$ cat src/rtl/layer4_argmax_ctrl.sv
// Layer 4 readout: signed running argmax over temp BRAM, result held on valid/ready, then temp clear.
// Result valid NUM_CLASS+RD_LATENCY+1 cycles after start; stalls in OUT while ready_i=0. Macro ARGMAX_AUTO_CLEAR_EN enables CLEAR.
module layer4_argmax_ctrl #(
  parameter int DATA_WIDTH = 8,
  parameter int NUM_CLASS  = 10,
  parameter int ADDR_WIDTH = 6,
  parameter int RD_LATENCY = 1
) (
  input  logic                  clk_i,
  input  logic                  rstn_i,
  input  logic                  start_i,
  output logic                  temp_rd_en_o,
  output logic [ADDR_WIDTH-1:0] temp_rd_addr_o,
  input  logic [DATA_WIDTH-1:0] temp_data_i,
  output logic                  temp_clear_o,
  output logic [3:0]            class_o,
  output logic [DATA_WIDTH-1:0] max_o,
  output logic                  valid_o,
  input  logic                  ready_i,
  output logic                  busy_o
);

  typedef enum logic [2:0] {
    IDLE  = 3'd0,
    READ  = 3'd1,
    DRAIN = 3'd2,
    OUT   = 3'd3
`ifdef ARGMAX_AUTO_CLEAR_EN
    , CLEAR = 3'd4
`endif
  } state_t;

  localparam logic [ADDR_WIDTH-1:0] LAST = ADDR_WIDTH'(NUM_CLASS - 1);

  state_t                 state, nxt;
  logic [ADDR_WIDTH-1:0]  addr;
  logic [RD_LATENCY-1:0]  en_sr;
  logic [ADDR_WIDTH-1:0]  idx_sr [RD_LATENCY];
  logic                   smp_vld;
  logic [ADDR_WIDTH-1:0]  smp_idx;

  assign smp_vld        = en_sr[RD_LATENCY-1];
  assign smp_idx        = idx_sr[RD_LATENCY-1];
  assign temp_rd_addr_o = addr;

  always_ff @(posedge clk_i or negedge rstn_i) begin
    if (!rstn_i) state <= IDLE;
    else         state <= nxt;
  end

  always_comb begin
    nxt = state;
    case (state)
      IDLE:  if (start_i) nxt = READ;
      READ:  if (addr == LAST) nxt = DRAIN;
      DRAIN: if (smp_vld && smp_idx == LAST) nxt = OUT;
`ifdef ARGMAX_AUTO_CLEAR_EN
      OUT:   if (ready_i) nxt = CLEAR;
      CLEAR: nxt = IDLE;
`else
      OUT:   if (ready_i) nxt = IDLE;
`endif
      default: nxt = IDLE;
    endcase
  end

  always_comb begin
    temp_rd_en_o = (state == READ);
    valid_o      = (state == OUT);
    busy_o       = (state != IDLE);
`ifdef ARGMAX_AUTO_CLEAR_EN
    temp_clear_o = (state == CLEAR);
`else
    temp_clear_o = 1'b0;
`endif
  end

  // Address holds at the last class once READ ends; it is rezeroed on the next start.
  always_ff @(posedge clk_i or negedge rstn_i) begin
    if (!rstn_i)                          addr <= '0;
    else if (state == IDLE && start_i)    addr <= '0;
    else if (state == READ && addr != LAST) addr <= addr + 1'b1;
  end

  always_ff @(posedge clk_i or negedge rstn_i) begin
    if (!rstn_i) begin
      en_sr <= '0;
      for (int i = 0; i < RD_LATENCY; i++) idx_sr[i] <= '0;
    end else begin
      en_sr[0]  <= temp_rd_en_o;
      idx_sr[0] <= addr;
      for (int i = 1; i < RD_LATENCY; i++) begin
        en_sr[i]  <= en_sr[i-1];
        idx_sr[i] <= idx_sr[i-1];
      end
    end
  end

  // Strict greater-than keeps the lowest index on ties.
  always_ff @(posedge clk_i or negedge rstn_i) begin
    if (!rstn_i) begin
      class_o <= '0;
      max_o   <= '0;
    end else if (smp_vld && (smp_idx == '0 || $signed(temp_data_i) > $signed(max_o))) begin
      class_o <= 4'(smp_idx);
      max_o   <= temp_data_i;
    end
  end

endmodule

$ cat config.mk
export PLATFORM = sky130hd
export DESIGN_NAME = layer4_argmax_ctrl
export DESIGN_NICKNAME = d
export VERILOG_FILES = /design/src/rtl/layer4_argmax_ctrl.sv
export SDC_FILE = /design/constraint.sdc
export NUM_CORES = 1
export LEC_CHECK = 0
export CAP_MARGIN = 20
export CORE_MARGIN = 5
export CORE_UTILIZATION = 23
export DETAILED_ROUTE_END_ITERATION = 16
export PLACE_DENSITY_LB_ADDON = 0.25
export SETUP_SLACK_MARGIN = 0.4
export SLEW_MARGIN = 20
export SYNTH_ARGS = -nofsm -noshare
export SYNTH_HDL_FRONTEND = slang
export SYNTH_SLANG_ARGS = --single-unit
$ cat constraint.sdc
create_clock -name clk_i -period 2.61 [get_ports clk_i]
set_input_delay 0.522 -clock clk_i [delete_from_list [all_inputs] [get_ports clk_i]]
set_output_delay 0.522 -clock clk_i [all_outputs]
set_load 0.01 [all_outputs]
==> results.cfg <==
[outcome]
status = finished clean

[die]
die_h_um = 87.15
dieArea_um2 = 7594
core_area_um2 = 5851
rows = 28
die_width_um = 87.15
start_util_pct = 23.40
design.portCount = 34

[synth]
synthAdderAreaFrac_pct = 12.80
synth_mux_area_share_pct = 7.404
yosysWarnings = 0
synth_cells = 118
synth_top_family_by_area = adder cells
mappedNetlistNets = 144
yosysUniqueCellTypes = 34
synth_area_per_cell_um2 = 11.60
ys.flop_type = dfrtp_1
async_flop_share_pct = 100.0
ys_seq_area_share_pct = 49.36
ys_ff_latch = 27
synth-simple-area-share_pct = 12.25
synthXorXnorAreaFrac_pct = 2.559
synth_compound_area_share_pct = 10.42
syn_area_um2 = 1369
synth_edf_count = 0

[hold_path]
min_path_type = flip-flop to flip-flop

[grt]
grt_pass1_vias = 1140
antenna_found_initial = 0
grt_max_degree = 28
gr-total-overflow = 0
grt_use_total_pct = 8.799
grt_pass1_wl_um = 5354

[route]
dr.pass1.iters = 4
wl_per_cell_um = 12.92
vias_per_cell = 4.294
drt-initial-drc-count = 11
wirelength_um = 3036
postRouteAntennaNets = 0
drc = 0
vias = 1009

[clock_network]
clock_latency_ns = 0.27
clock_sinks = 27
path_clk_slew_ns = 0.10
cts-root-buf = clkbuf_8
numCtsBuffers = 3
cts_hold_buf = 0
cts_tree = built
htreeDepth = 1
clockBufferDepth = 2

[finish]
drive_gt1_share_pct = 23.13
final_common_cell = dfrtp_1
fin_area_um2 = 1926
utilization_pct = 32.91
antennaDiodeCount = 0
final_cell_mix = dfrtp_1 (27), clkdlybuf4s50_1 (25), inv_1 (15)
nets = 187
area_growth_pct = 40.68
n_fill_cell = 616

[sta]
clock_skew_ns = 0.003792
rsz0062_at_grt = yes
finalHoldViolCount = 0
fin_setup_tns_ns = 0
worst_slack_ns = 0.4738
min_period_ns = 2.136
hold_ws_ns = 0.4656
fmax_ghz = 0.4681
final-setup-viol-count = 0
finalMaxSlewViolations = 0
fin_crit_sh_pct = 81.85

[worst_setup_path]
critPathArrivalTime_ns = 2.30
crit_end = max_o[4]$_DFFE_PN0P_
end_kind = flip-flop
critPathLaunch = temp_data_i[1]
rrSetupSlack_ns = 0.54
rr_startpoint = max_o[1]$_DFFE_PN0P_
r2r_cells = 8
r2r-end = max_o[4]$_DFFE_PN0P_
crit_type = primary input to flip-flop
crit_fanout = 8
critPathRequiredTime_ns = 2.77
critPathLaunchType = primary input

[place]
place_ws_ns = -0.1033
dpl-instance-area_um2 = 1802
dpl.hpwl_um = 2276
io_buffers = 32
gp_congestion = 0.7826

[pwr]
leakagePower_nw = 0.9184
combPwrFrac_pct = 55.5
power.switching_w = 0.0007796
p_seq_share_pct = 33.1
p_int_w = 0.001390
p_clk_share_pct = 11.5
ir_drop_mv = 0.4998
switching_share_pct = 35.93
powerDensity_nw_per_um2 = 1127

[job]
drv_cap = 0
==> state kept, by name, summed over array words and instances, names as in the netlist <==
name,count
temp_rd_addr_o,6
class_o,4
state,2
max_o,8
en_sr,1
idx_sr,6
==> worst min path at each step <==
stage          cells past startpoint                          start  slack [ns]                      to
3_3_place_gp                       0  temp_rd_addr_o[5]$_DFFE_PN0P_        0.45     idx_sr[5]$_DFF_PN0_
2_1_floorplan                      0                         rstn_i        0.23  class_o[0]$_DFFE_PN0P_
3_5_place_dp                       0  temp_rd_addr_o[5]$_DFFE_PN0P_        0.45     idx_sr[5]$_DFF_PN0_
5_1_grt                            0  temp_rd_addr_o[5]$_DFFE_PN0P_        0.50     idx_sr[5]$_DFF_PN0_
6_report                           0  temp_rd_addr_o[5]$_DFFE_PN0P_        0.47     idx_sr[5]$_DFF_PN0_
4_1_cts                            0  temp_rd_addr_o[5]$_DFFE_PN0P_        0.48     idx_sr[5]$_DFF_PN0_
==> logic make-up after synthesis <==
group	count (synthesis)
AOI/OAI and AO/OA	18
xor gates and xnor gates	4
adders and majority gates	14
buffers and inverters	17
DFF	27
muxes	9
other	1
and+or+nand+nor	28
==> what timing repair did <==
item	in CTS	in global routing
pin swaps	10	4
cloned	0	0
resized for setup	8	3
setup buffers	2	2
endpoints found under the setup margin	12	14
==> critical path, stage by stage <==
cell and delay, ns:
dlygate4sd2_1 0.25, ha_1 0.28, and3b_1 0.19, o211ai_1 0.22
nand4_2 0.17, a21boi_4 0.20, buf_12 0.14, mux2_2 0.33
==> stage by stage <==
| step | total power (W) | cells |
|---|---|---|
| 3_5_place_dp | 0.001816 | 227 |
| 3_3_place_gp | 0.001787 | 227 |
| 4_1_cts | 0.002180 | 233 |
| 6_report | 0.002170 | 235 |
| 5_1_grt | 0.002368 | 235 |
| 2_1_floorplan | 0.001336 | 118 |
==> power by group through the flow <==
stage / Clock [W] / Combinational (W) / Sequential (W)
after floorplan: 0 / 0.000589 / 0.000748
after global placement: 0 / 0.00106 / 0.000722
after detailed placement: 0 / 0.00108 / 0.000734
after CTS: 0.000266 / 0.00119 / 0.000725
after global routing: 0.000284 / 0.00134 / 0.000748
final: 0.000249 / 0.00120 / 0.000717
==> cells in the mapped netlist, drive strengths merged, types with 2 or more instances <==
| library cell | number | area share [%] |
|---|---|---|
| nand4 | 3 | 1.8 |
| a31o | 4 | 2.6 |
| and3 | 5 | 2.7 |
| a21o | 2 | 1.1 |
| nor2 | 9 | 2.5 |
| xor2 | 3 | 1.9 |
| nand2 | 3 | 0.82 |
| o21ai | 3 | 1.4 |
| ha | 14 | 13 |
| dfrtp | 27 | 49 |
| mux2 | 9 | 7.4 |
| a21oi | 3 | 1.1 |
| inv | 15 | 4.1 |
==> metal layers <==
layer / share of wire [%] / GRT usage (%)
met5: 0 / 0
met4: 0.33 / 1.255
met3: 7.7 / 3.311
met2: 46 / 14.70
met1: 46 / 11.09
==> area by class of cell <==
cell class / instances / area [um^2] / area share, %
clock buffers: 3 / 41.29 / 2.144
clock inverters: 1 / 8.758 / 0.4548
inverters: 15 / 56.30 / 2.924
multi-input cells: 74 / 658.1 / 34.18
flip-flops and latches: 27 / 675.6 / 35.09
well taps: 75 / 93.84 / 4.873
repair buffers: 40 / 391.6 / 20.34
(Power assumes the default switching activity.)
